===== config.mk =====
export PLATFORM = sky130hd
export DESIGN_NAME = mac_row_accum
export DESIGN_NICKNAME = d
export VERILOG_FILES = /design/src/rtl/mac_row_accum.sv
export SDC_FILE = /design/constraint.sdc
export NUM_CORES = 1
export LEC_CHECK = 0
export CAP_MARGIN = 15
export CORE_UTILIZATION = 35
export DETAILED_ROUTE_END_ITERATION = 6
export GPL_ROUTABILITY_DRIVEN = 0
export GPL_TIMING_DRIVEN = 0
export MAX_ROUTING_LAYER = met4
export PLACE_DENSITY = 0.55
export SETUP_SLACK_MARGIN = 0.1
export SLEW_MARGIN = 10
export SYNTH_ARGS = -nofsm -noshare
export SYNTH_HDL_FRONTEND = slang
export SYNTH_SLANG_ARGS = --single-unit

===== constraint.sdc =====
create_clock -name clk -period 9.25 [get_ports clk]
set_input_delay 1.85 -clock clk [delete_from_list [all_inputs] [get_ports clk]]
set_output_delay 1.85 -clock clk [all_outputs]
set_load 0.02 [all_outputs]

===== src/rtl/mac_row_accum.sv =====
// mac_row_accum: registered 16-lane adder tree feeding a saturating
// row accumulator; emits one clamped WL-bit dot product per row.
module mac_row_accum #(
  parameter int WL    = 16,
  parameter int LANES = 16,
  parameter int ACC_W = 24
) (
  input  logic                  clk,
  input  logic                  rst,
  input  logic                  in_valid,
  input  logic                  in_last,
  input  logic [LANES*WL-1:0]   prod_in,
  input  logic [WL-1:0]         bias_in,
  output logic                  out_valid,
  output logic [WL-1:0]         sum_out,
  output logic                  out_sat,
  output logic                  busy
);

  localparam int L1W = WL + 1;
  localparam int L2W = WL + 2;
  localparam int L3W = WL + 3;
  localparam int L4W = WL + 4;

  localparam logic signed [ACC_W-1:0] AMAX =
    {1'b0, {(ACC_W-1){1'b1}}};
  localparam logic signed [ACC_W-1:0] AMIN =
    {1'b1, {(ACC_W-1){1'b0}}};
  localparam logic signed [ACC_W-1:0] OHI =
    {{(ACC_W-WL+1){1'b0}}, {(WL-1){1'b1}}};
  localparam logic signed [ACC_W-1:0] OLO =
    {{(ACC_W-WL+1){1'b1}}, {(WL-1){1'b0}}};

  logic                    first_q, first_d;
  logic [4:0]              tv_q, tf_q, tl_q;
  logic signed [WL-1:0]    tb_q [5];
  logic signed [WL-1:0]    s0_q [LANES];
  logic signed [L1W-1:0]   l1_q [8], l1_d [8];
  logic signed [L2W-1:0]   l2_q [4], l2_d [4];
  logic signed [L3W-1:0]   l3_q [2], l3_d [2];
  logic signed [L4W-1:0]   l4_q, l4_d;
  logic signed [ACC_W-1:0] acc_q, acc_d, acc_base;
  logic signed [ACC_W:0]   acc_sum;
  logic                    ovf;
  logic                    sticky_q, sticky_d;
  logic                    acc_vld_q, acc_last_q;
  logic                    out_valid_q, out_sat_q;
  logic [WL-1:0]           sum_out_q, osum;
  logic                    oclamp;

  // Row-start flag: next accepted chunk opens a new row.
  always_comb begin
    first_d = first_q;
    if (in_valid) first_d = in_last;
  end

  // Adder tree: pairwise sign-extended sums, one level per stage.
  always_comb begin
    for (int i = 0; i < 8; i++)
      l1_d[i] = L1W'(s0_q[2*i]) + L1W'(s0_q[2*i+1]);
    for (int i = 0; i < 4; i++)
      l2_d[i] = L2W'(l1_q[2*i]) + L2W'(l1_q[2*i+1]);
    for (int i = 0; i < 2; i++)
      l3_d[i] = L3W'(l2_q[2*i]) + L3W'(l2_q[2*i+1]);
    l4_d = L4W'(l3_q[0]) + L4W'(l3_q[1]);
  end

  // Accumulate with ACC_W saturation and sticky row flag.
  always_comb begin
    acc_base = tf_q[4] ? ACC_W'(tb_q[4]) : acc_q;
    acc_sum  = (ACC_W+1)'(acc_base) + (ACC_W+1)'(l4_q);
    ovf      = acc_sum[ACC_W] != acc_sum[ACC_W-1];
    acc_d    = acc_q;
    sticky_d = sticky_q;
    if (tv_q[4]) begin
      if (ovf) acc_d = acc_sum[ACC_W] ? AMIN : AMAX;
      else     acc_d = acc_sum[ACC_W-1:0];
      sticky_d = ovf | (~tf_q[4] & sticky_q);
    end
  end

  // Clamp finished accumulator into WL-bit result range.
  always_comb begin
    oclamp = 1'b0;
    osum   = acc_q[WL-1:0];
    if (acc_q > OHI) begin
      oclamp = 1'b1;
      osum   = OHI[WL-1:0];
    end else if (acc_q < OLO) begin
      oclamp = 1'b1;
      osum   = OLO[WL-1:0];
    end
  end

  // Data path registers; validity is tracked by the tag chain.
  always_ff @(posedge clk) begin
    for (int k = 0; k < LANES; k++)
      s0_q[k] <= prod_in[k*WL +: WL];
    if (in_valid && first_q) tb_q[0] <= bias_in;
    for (int k = 1; k < 5; k++) tb_q[k] <= tb_q[k-1];
    l1_q <= l1_d;
    l2_q <= l2_d;
    l3_q <= l3_d;
    l4_q <= l4_d;
  end

  // Tags, accumulator and output stage with sync reset.
  always_ff @(posedge clk) begin
    if (rst) begin
      first_q     <= 1'b1;
      tv_q        <= '0;
      tf_q        <= '0;
      tl_q        <= '0;
      acc_q       <= '0;
      sticky_q    <= 1'b0;
      acc_vld_q   <= 1'b0;
      acc_last_q  <= 1'b0;
      out_valid_q <= 1'b0;
      out_sat_q   <= 1'b0;
      sum_out_q   <= '0;
    end else begin
      first_q     <= first_d;
      tv_q        <= {tv_q[3:0], in_valid};
      tf_q        <= {tf_q[3:0], first_q};
      tl_q        <= {tl_q[3:0], in_last};
      acc_q       <= acc_d;
      sticky_q    <= sticky_d;
      acc_vld_q   <= tv_q[4];
      acc_last_q  <= tl_q[4];
      out_valid_q <= acc_vld_q & acc_last_q;
      if (acc_vld_q && acc_last_q) begin
        sum_out_q <= osum;
        out_sat_q <= sticky_q | oclamp;
      end
    end
  end

  assign out_valid = out_valid_q;
  assign sum_out   = sum_out_q;
  assign out_sat   = out_sat_q;
  assign busy      = ~first_q | (|tv_q) | acc_vld_q
                   | out_valid_q;

endmodule


=== After elaboration in Yosys (flattened, before gate mapping) ===
Memories as Yosys holds them, arrays and structs flattened.
Index checks and enable logic that the tools add are counted.

* Add/subtract/negate cells: 16
* $mul: 0
* Divide/modulo/power cells: 0
* Magnitude comparators: 2
* Equal/unequal tests: 1
* Shifts and indexed selects: 0
* Mux-type cells: 9
* Bitwise logic cells: 9
* Reduce and logical (&&, ||, !) cells: 3

{| class="wikitable"
|+ Operators with widths
! operator !! count
|-
| 16-bit by 16-bit adder with 17-bit output || 8
|-
| 17-bit by 17-bit adder with 18-bit output || 4
|-
| 24-bit 2-to-1 mux || 3
|-
| 18-bit by 18-bit adder with 19-bit output || 2
|-
| 16-bit 2-to-1 mux || 2
|-
| 24-bit by 20-bit adder with 25-bit output || 1
|-
| 24-bit by 16-bit greater-than comparator with 1-bit output (second input constant) || 1
|-
| 24-bit by 16-bit less-than comparator with 1-bit output (second input constant) || 1
|-
| 19-bit by 19-bit adder with 20-bit output || 1
|-
| 1-bit bitwise OR || 5
|-
| 5-bit OR reduction || 1
|-
| 1-bit 2-to-1 mux || 4
|-
| 1-bit bitwise AND || 2
|-
| 1-bit logical AND || 2
|-
| 1-bit inverter || 2
|-
| 1-bit != test || 1
|}

* Register bits after elaboration: 327
* Bits in latches: 0
* Bits in writable memories: 336
* Memory bits (read-only): 0
* Input port bits: 276
* Output and inout port bits: 19
* Logic and storage cells: 68
* Memories kept: 2

{| class="wikitable"
|+ Memories
! name !! depth !! width !! read ports !! clocked after memory_dff !! wr ports !! line !! RTL
|-
| s0_q || 16 || 16 || 16 || 0 || 16 || 37 || <nowiki>logic signed [WL-1:0] s0_q [LANES];</nowiki>
|-
| tb_q || 5 || 16 || 5 || 0 || 5 || 36 || <nowiki>logic signed [WL-1:0] tb_q [5];</nowiki>
|}

=== Depth between registers and ports, before layout ===
* Word-level depth: 4
* Depth in mapped cells: 15
* Mapped depth without buffers: 12

=== Least setup slack after synthesis ===
OpenSTA, ideal clock, no wires.

* Path type: reg2reg
* Start point: reg tf_q[4]
* End point: reg acc_q[16]
* Setup time: 81 ps
* Arrival time: 3547 ps
* Setup slack: 5622 ps
* Cell stages (with the launch flop): 15
* Cell sequence: dfxtp_1 -> clkbuf_1 -> clkbuf_1 -> mux2_2 -> ha_1 -> buf_2 -> a21oi_1 -> o211ai_1 -> a32oi_2 -> o2111ai_2 -> a311oi_2 -> xor2_2 -> buf_6 -> maj3_2 -> a211oi_2

* Word-level cells in the longest chain between the ends: 4
* Elaborated cells on any way between the ends: 5
* Those cells by class: 1 x add/sub; 1 x eq/ne; 3 x mux

{| class="wikitable"
|+ Ends and longest elaborated chain
! item !! line !! RTL
|-
| from (decl) || 35 || <nowiki>logic [4:0] tv_q, tf_q, tl_q;</nowiki>
|-
| from (signal assigned) || 124 || <nowiki>tf_q <= {tf_q[3:0], first_q};</nowiki>
|-
| 24-bit 2-to-1 mux (*) || 70 || <nowiki>acc_base = tf_q[4] ? ACC_W'(tb_q[4]) : acc_q;</nowiki>
|-
| 24-bit by 20-bit adder with 25-bit output (*) || 71 || <nowiki>acc_sum = (ACC_W+1)'(acc_base) + (ACC_W+1)'(l4_q);</nowiki>
|-
| 24-bit 2-to-1 mux / 1-bit != test (equally long branches) || 76, 72 ||
|-
| 24-bit 2-to-1 mux (*) || 76 || <nowiki>if (ovf) acc_d = acc_sum[ACC_W] ? AMIN : AMAX;</nowiki>
|-
| to (signal assigned) || 114 || <nowiki>acc_q <= '0;</nowiki>
|-
| to (signal assigned) || 126 || <nowiki>acc_q <= acc_d;</nowiki>
|-
| to (decl) || 42 || <nowiki>logic signed [ACC_W-1:0] acc_q, acc_d, acc_base;</nowiki>
|}

Mark *: on every way between the ends. The rest lies on a longest branch, timed or not.
A chain may end at the register's enable or synchronous reset.

=== Worst setup path in the final report ===
* Start point: reg tf_q[4]
* End point: reg acc_q[13]

Same word-level chain as after synthesis.

==> flow_summary.html <==
<table>
<tr><th>Metric</th><th>Value</th></tr>
<tr><th colspan="2">Outcome</th></tr>
<tr><td>Status</td><td>finished clean</td></tr>
<tr><th colspan="2">Critical path</th></tr>
<tr><td>Crit Path Category</td><td>reg2reg</td></tr>
<tr><td>Critical Path Fanout Max</td><td>10</td></tr>
<tr><td>Required time worst endpoint</td><td>between 9 and 10 ns</td></tr>
<tr><td>Launching element type of the critical path</td><td>flop</td></tr>
<tr><td>Worst setup EP type</td><td>flop</td></tr>
<tr><td>Critical path origin</td><td>tf_q[4]</td></tr>
<tr><td>Endpoint arrival time on the critical path</td><td>5.00 ns</td></tr>
<tr><td>Reg-to-Reg Start</td><td>tf_q[4]</td></tr>
<tr><th colspan="2">GRT</th></tr>
<tr><td>Largest net degree at the start of global routing</td><td>17</td></tr>
<tr><td>GRT Resource Usage Total</td><td>15.2%</td></tr>
<tr><td>Antenna violations before repair</td><td>0</td></tr>
<tr><td>Via count of the first global-routing pass</td><td>just under 20000</td></tr>
<tr><td>Global-route wire length before repair</td><td>94100 um</td></tr>
<tr><td>Leftover overflow at the end of global routing</td><td>0</td></tr>
<tr><th colspan="2">Placement</th></tr>
<tr><td>Worst setup slack after placement</td><td>4.72 ns</td></tr>
<tr><td>Total of buffers placed on input and output ports</td><td>~290</td></tr>
<tr><td># placed instances</td><td>3812</td></tr>
<tr><td>Half-perimeter wire length of the detailed placement result</td><td>between 40000 and 50000 um</td></tr>
<tr><th colspan="2">Floorplan</th></tr>
<tr><td>Cell row count</td><td>101</td></tr>
<tr><td>Initial standard-cell utilization of the core</td><td>a little over a third</td></tr>
<tr><td>Die area</td><td>0.0778 mm2</td></tr>
<tr><td>Number of top-level pins</td><td>~300</td></tr>
<tr><td>Die X</td><td>279 um</td></tr>
<tr><td>Die H</td><td>~280 um</td></tr>
<tr><td>Standard cell core area</td><td>between 0.07 and 0.08 mm2</td></tr>
<tr><th colspan="2">Clock network</th></tr>
<tr><td>Clock-pin slew of the registers on the worst-case setup and hold paths</td><td>0.06 ns</td></tr>
<tr><td>Number of levels the H-tree was split into</td><td>3</td></tr>
<tr><td>Number of buffers inserted during clock tree synthesis</td><td>76</td></tr>
<tr><td>Total setup buffers inserted after CTS</td><td>0</td></tr>
<tr><td>Latest clock arrival within the worst-skew pair</td><td>around 0.61 ns</td></tr>
<tr><td>Maximum clock insertion buffer count</td><td>3</td></tr>
<tr><td>Number of sinks handled by clock tree synthesis</td><td>663</td></tr>
<tr><td>Cts-stage hold buffer count</td><td>0</td></tr>
<tr><td>Buffer type at the clock tree root</td><td>clkbuf_16</td></tr>
<tr><td>Resized cells post-CTS</td><td>0</td></tr>
<tr><td>CTS tree</td><td>yes</td></tr>
<tr><th colspan="2">STA</th></tr>
<tr><td>Normalized max-slew margin</td><td>31.2%</td></tr>
<tr><td>Hold violation total from the final report</td><td>0</td></tr>
<tr><td>Highest clock rate</td><td>220 MHz</td></tr>
<tr><td>Setup TNS Final</td><td>0 ns</td></tr>
<tr><td>Max-slew violation count</td><td>0</td></tr>
<tr><td>Post-route worst setup slack</td><td>4.71 ns</td></tr>
<tr><td>Minimum period implied by the final worst setup slack</td><td>4.54 ns</td></tr>
<tr><td>Post-route fraction of the period consumed by the critical path</td><td>49.1%</td></tr>
<tr><td>Worst clock skew</td><td>0.0259 ns</td></tr>
<tr><td>Setup repair after global routing missed its margin</td><td>no</td></tr>
<tr><td>Actual slew at the worst max-slew pin</td><td>between 1 and 1.5 ns</td></tr>
<tr><td>Final-report setup violation count</td><td>0</td></tr>
<tr><th colspan="2">Yosys</th></tr>
<tr><td>Yosys warning total</td><td>0</td></tr>
<tr><td>Cell count after synthesis</td><td>2489</td></tr>
<tr><td>Commonest register cell after synthesis</td><td>dfxtp_1</td></tr>
<tr><td>Post-synth design cell area</td><td>roughly 0.027 mm2</td></tr>
<tr><td>Synthesized area per cell</td><td>10.8 um2</td></tr>
<tr><td>Area share of the leading cell type in the synthesized netlist</td><td>approximately half</td></tr>
<tr><td>Number of library cell types mapped by synthesis</td><td>72</td></tr>
<tr><td>Register bit count reported by yosys</td><td>663</td></tr>
<tr><td>Proportion of synthesized chip area in sequential cells</td><td>50.0%</td></tr>
<tr><td>Synth area leader</td><td>dfxtp_1</td></tr>
<tr><td>Top cells by area in the synthesized netlist</td><td>dfxtp_1, ha_1, xnor2_1, nor2_1, a21oi_1</td></tr>
<tr><td>EDFF count, synth</td><td>16</td></tr>
<tr><td>Number of nets produced by synthesis</td><td>3056</td></tr>
<tr><td>FFs w/ async S/R, synth</td><td>0%</td></tr>
<tr><th colspan="2">Power</th></tr>
<tr><td>Clock network fraction of design power</td><td>between 20 and 30%</td></tr>
<tr><td>Proportion of power drawn by flip-flops and latches</td><td>36.2%</td></tr>
<tr><td>Cell leakage power</td><td>0.0138 uW</td></tr>
<tr><td>Switching component of the power</td><td>3230 uW</td></tr>
<tr><td>Maximum vdd drop</td><td>0.000136 V</td></tr>
<tr><td>Internal power</td><td>6880 uW</td></tr>
<tr><td>Total power divided by cell area</td><td>roughly 300 mW/mm2</td></tr>
<tr><td>Combinational Power Share</td><td>34.6%</td></tr>
<tr><td>Switching power as a share of total power</td><td>around a third</td></tr>
<tr><th colspan="2">Route</th></tr>
<tr><td>Iter 0 DRT Violations</td><td>~830</td></tr>
<tr><td>Final routed wirelength across all metal layers</td><td>57100 um</td></tr>
<tr><td>DR WL/cell</td><td>14.5 um</td></tr>
<tr><td>Residual DRC count</td><td>0</td></tr>
<tr><td>Routed vias</td><td>roughly 19000</td></tr>
<tr><td>Number of vias per cell after detailed routing</td><td>4.82</td></tr>
<tr><td>Detailed-routing iteration count for the pre-antenna-repair pass</td><td>7</td></tr>
<tr><td>Antenna Nets Post-Route</td><td>0</td></tr>
<tr><th colspan="2">Final layout</th></tr>
<tr><td>Antenna cells</td><td>0</td></tr>
<tr><td>Filler-free cell count of the finished design</td><td>3944</td></tr>
<tr><td>Area Overhead vs Synth</td><td>25.0%</td></tr>
<tr><td>Number of nets in the layout</td><td>roughly 3400</td></tr>
<tr><td>Area of all sequential standard cells</td><td>0.0134 mm2</td></tr>
<tr><td>Final Core Density</td><td>between 40% and 50%</td></tr>
<tr><td>Footprint of the multi-input gates</td><td>0.0130 mm2</td></tr>
<tr><td>Most frequent standard cell in the layout excluding fill and tap cells</td><td>dfxtp_1</td></tr>
<tr><td>Commonest cells after routing, fill and taps aside</td><td>dfxtp_1, clkdlybuf4s50_1, ha_1, nor2_1, xnor2_1</td></tr>
<tr><td>Fraction of final layout cells sized beyond drive strength 1</td><td>7.07%</td></tr>
<tr><td>Count of filler cells inserted in the layout</td><td>slightly above 7000</td></tr>
<tr><th colspan="2">Hold path</th></tr>
<tr><td>Class of the worst hold path</td><td>reg2reg</td></tr>
<tr><td>Beginning of the worst hold path</td><td>tb_q[0][16]</td></tr>
<tr><th colspan="2">Flow run</th></tr>
<tr><td>Count of maximum capacitance violations</td><td>0</td></tr>
</table>
-- synth_stat cells (all sizes together), types with 6 or more instances --
| library cell | instances |
|---|---|
| xor2 | 38 |
| or2 | 9 |
| o2111ai | 30 |
| o21ai | 98 |
| buf | 6 |
| nor3 | 85 |
| and3 | 20 |
| and2 | 14 |
| a211oi | 63 |
| o21bai | 19 |
| nand2b | 27 |
| clkbuf | 20 |
| o21a | 45 |
| nor2 | 190 |
| or3 | 18 |
| o311ai | 8 |
| ha | 275 |
| xnor2 | 155 |
| a311o | 7 |
| o211ai | 20 |
| a31oi | 34 |
| nor2b | 40 |
| mux2 | 14 |
| edfxtp | 16 |
| dfxtp | 647 |
| inv | 66 |
| fa | 16 |
| nand3b | 8 |
| o22ai | 10 |
| nor4 | 8 |
| a21o | 62 |
| nand4 | 9 |
| o41ai | 21 |
| o31ai | 7 |
| a211o | 14 |
| a31o | 7 |
| nand2 | 100 |
| maj3 | 23 |
| a21oi | 133 |
| nand3 | 64 |
-- power by group through the flow --
stage          registers, uW  clock network, uW  logic, uW
3_3_place_gp            3740                  0       3420
5_1_grt                 3710               3190       3950
2_1_floorplan           3600                  0       2740
6_report                3660               2950       3500
3_5_place_dp            3730                  0       3510
4_1_cts                 3670               3060       3530
-- worst paths after layout --
check | endpoint | slack, ns | cells after the start
setup / recovery | acc_q[13] | 4.71 | 13
setup reg to reg | acc_q[13] | 4.71 | 13
hold reg to reg | tb_q[0][32] | 0.32 | 0
hold / removal | tb_q[0][32] | 0.32 | 0
-- flip-flops by register name, indices dropped and copies added, names as in the netlist, 16 cells and up --
register  cells
sum_out      16
l4_q         20
tb_q         80
l3_q         38
l2_q         72
acc_q        24
s0_q        256
l1_q        136
-- area by class of cell --
cell class                      count  share of cell area (%)
Inverter                           66                   0.738
Multi-Input combinational cell   1734                    38.8
Clock inverter                     31                    1.14
Buffer                             26                   0.380
Sequential cell                   663                    40.0
Tap cell                         1030                    3.84
Clock buffer                      101                    6.30
Timing Repair Buffer              293                    8.74
-- critical path, cell delays in order (launching register included) --
cell and delay (ns):
dfxtp_1 0.31, clkbuf_1 0.39, clkbuf_1 0.49, mux2_2 0.43, ha_1 0.37, a21oi_1 0.33
o211ai_1 0.19, a41oi_1 0.34, nor3b_2 0.33, a21oi_1 0.17, a21oi_2 0.45, buf_2 0.31
maj3_2 0.23, a211oi_2 0.06
-- through the flow --
step,total power (uW),hold slack (ns),cell area (um2)
2_1_floorplan,6340,0.310,26800
3_5_place_dp,7230,0.312,31100
5_1_grt,10800,0.327,33600
6_report,10100,0.323,33600
4_1_cts,10300,0.325,33600
3_3_place_gp,7160,0.311,31100
-- metal layers --
metal  up-vias  track usage, %  routed length (um)
met5         -               -                   0
met4         0            5.02                1540
met3       105            2.83                2230
met2       403            25.3               27100
met1      8711            18.4               26200
li1       9789               -                   -
-- cell families (layout without fill, tap and decap cells) --
family	after synthesis	after routing	share of synthesized area (%)
muxes	18	18	0.736
xor gates and xnor gates	193	193	6.32
AOI/OAI and AO/OA	609	609	15.8
and+or+nand+nor	600	600	10.7
DFF	663	663	50.0
adders and majority gates	314	314	15.0
buffers and inverters	92	517	1.40
Note: power is estimated with default switching activity, not from simulation.
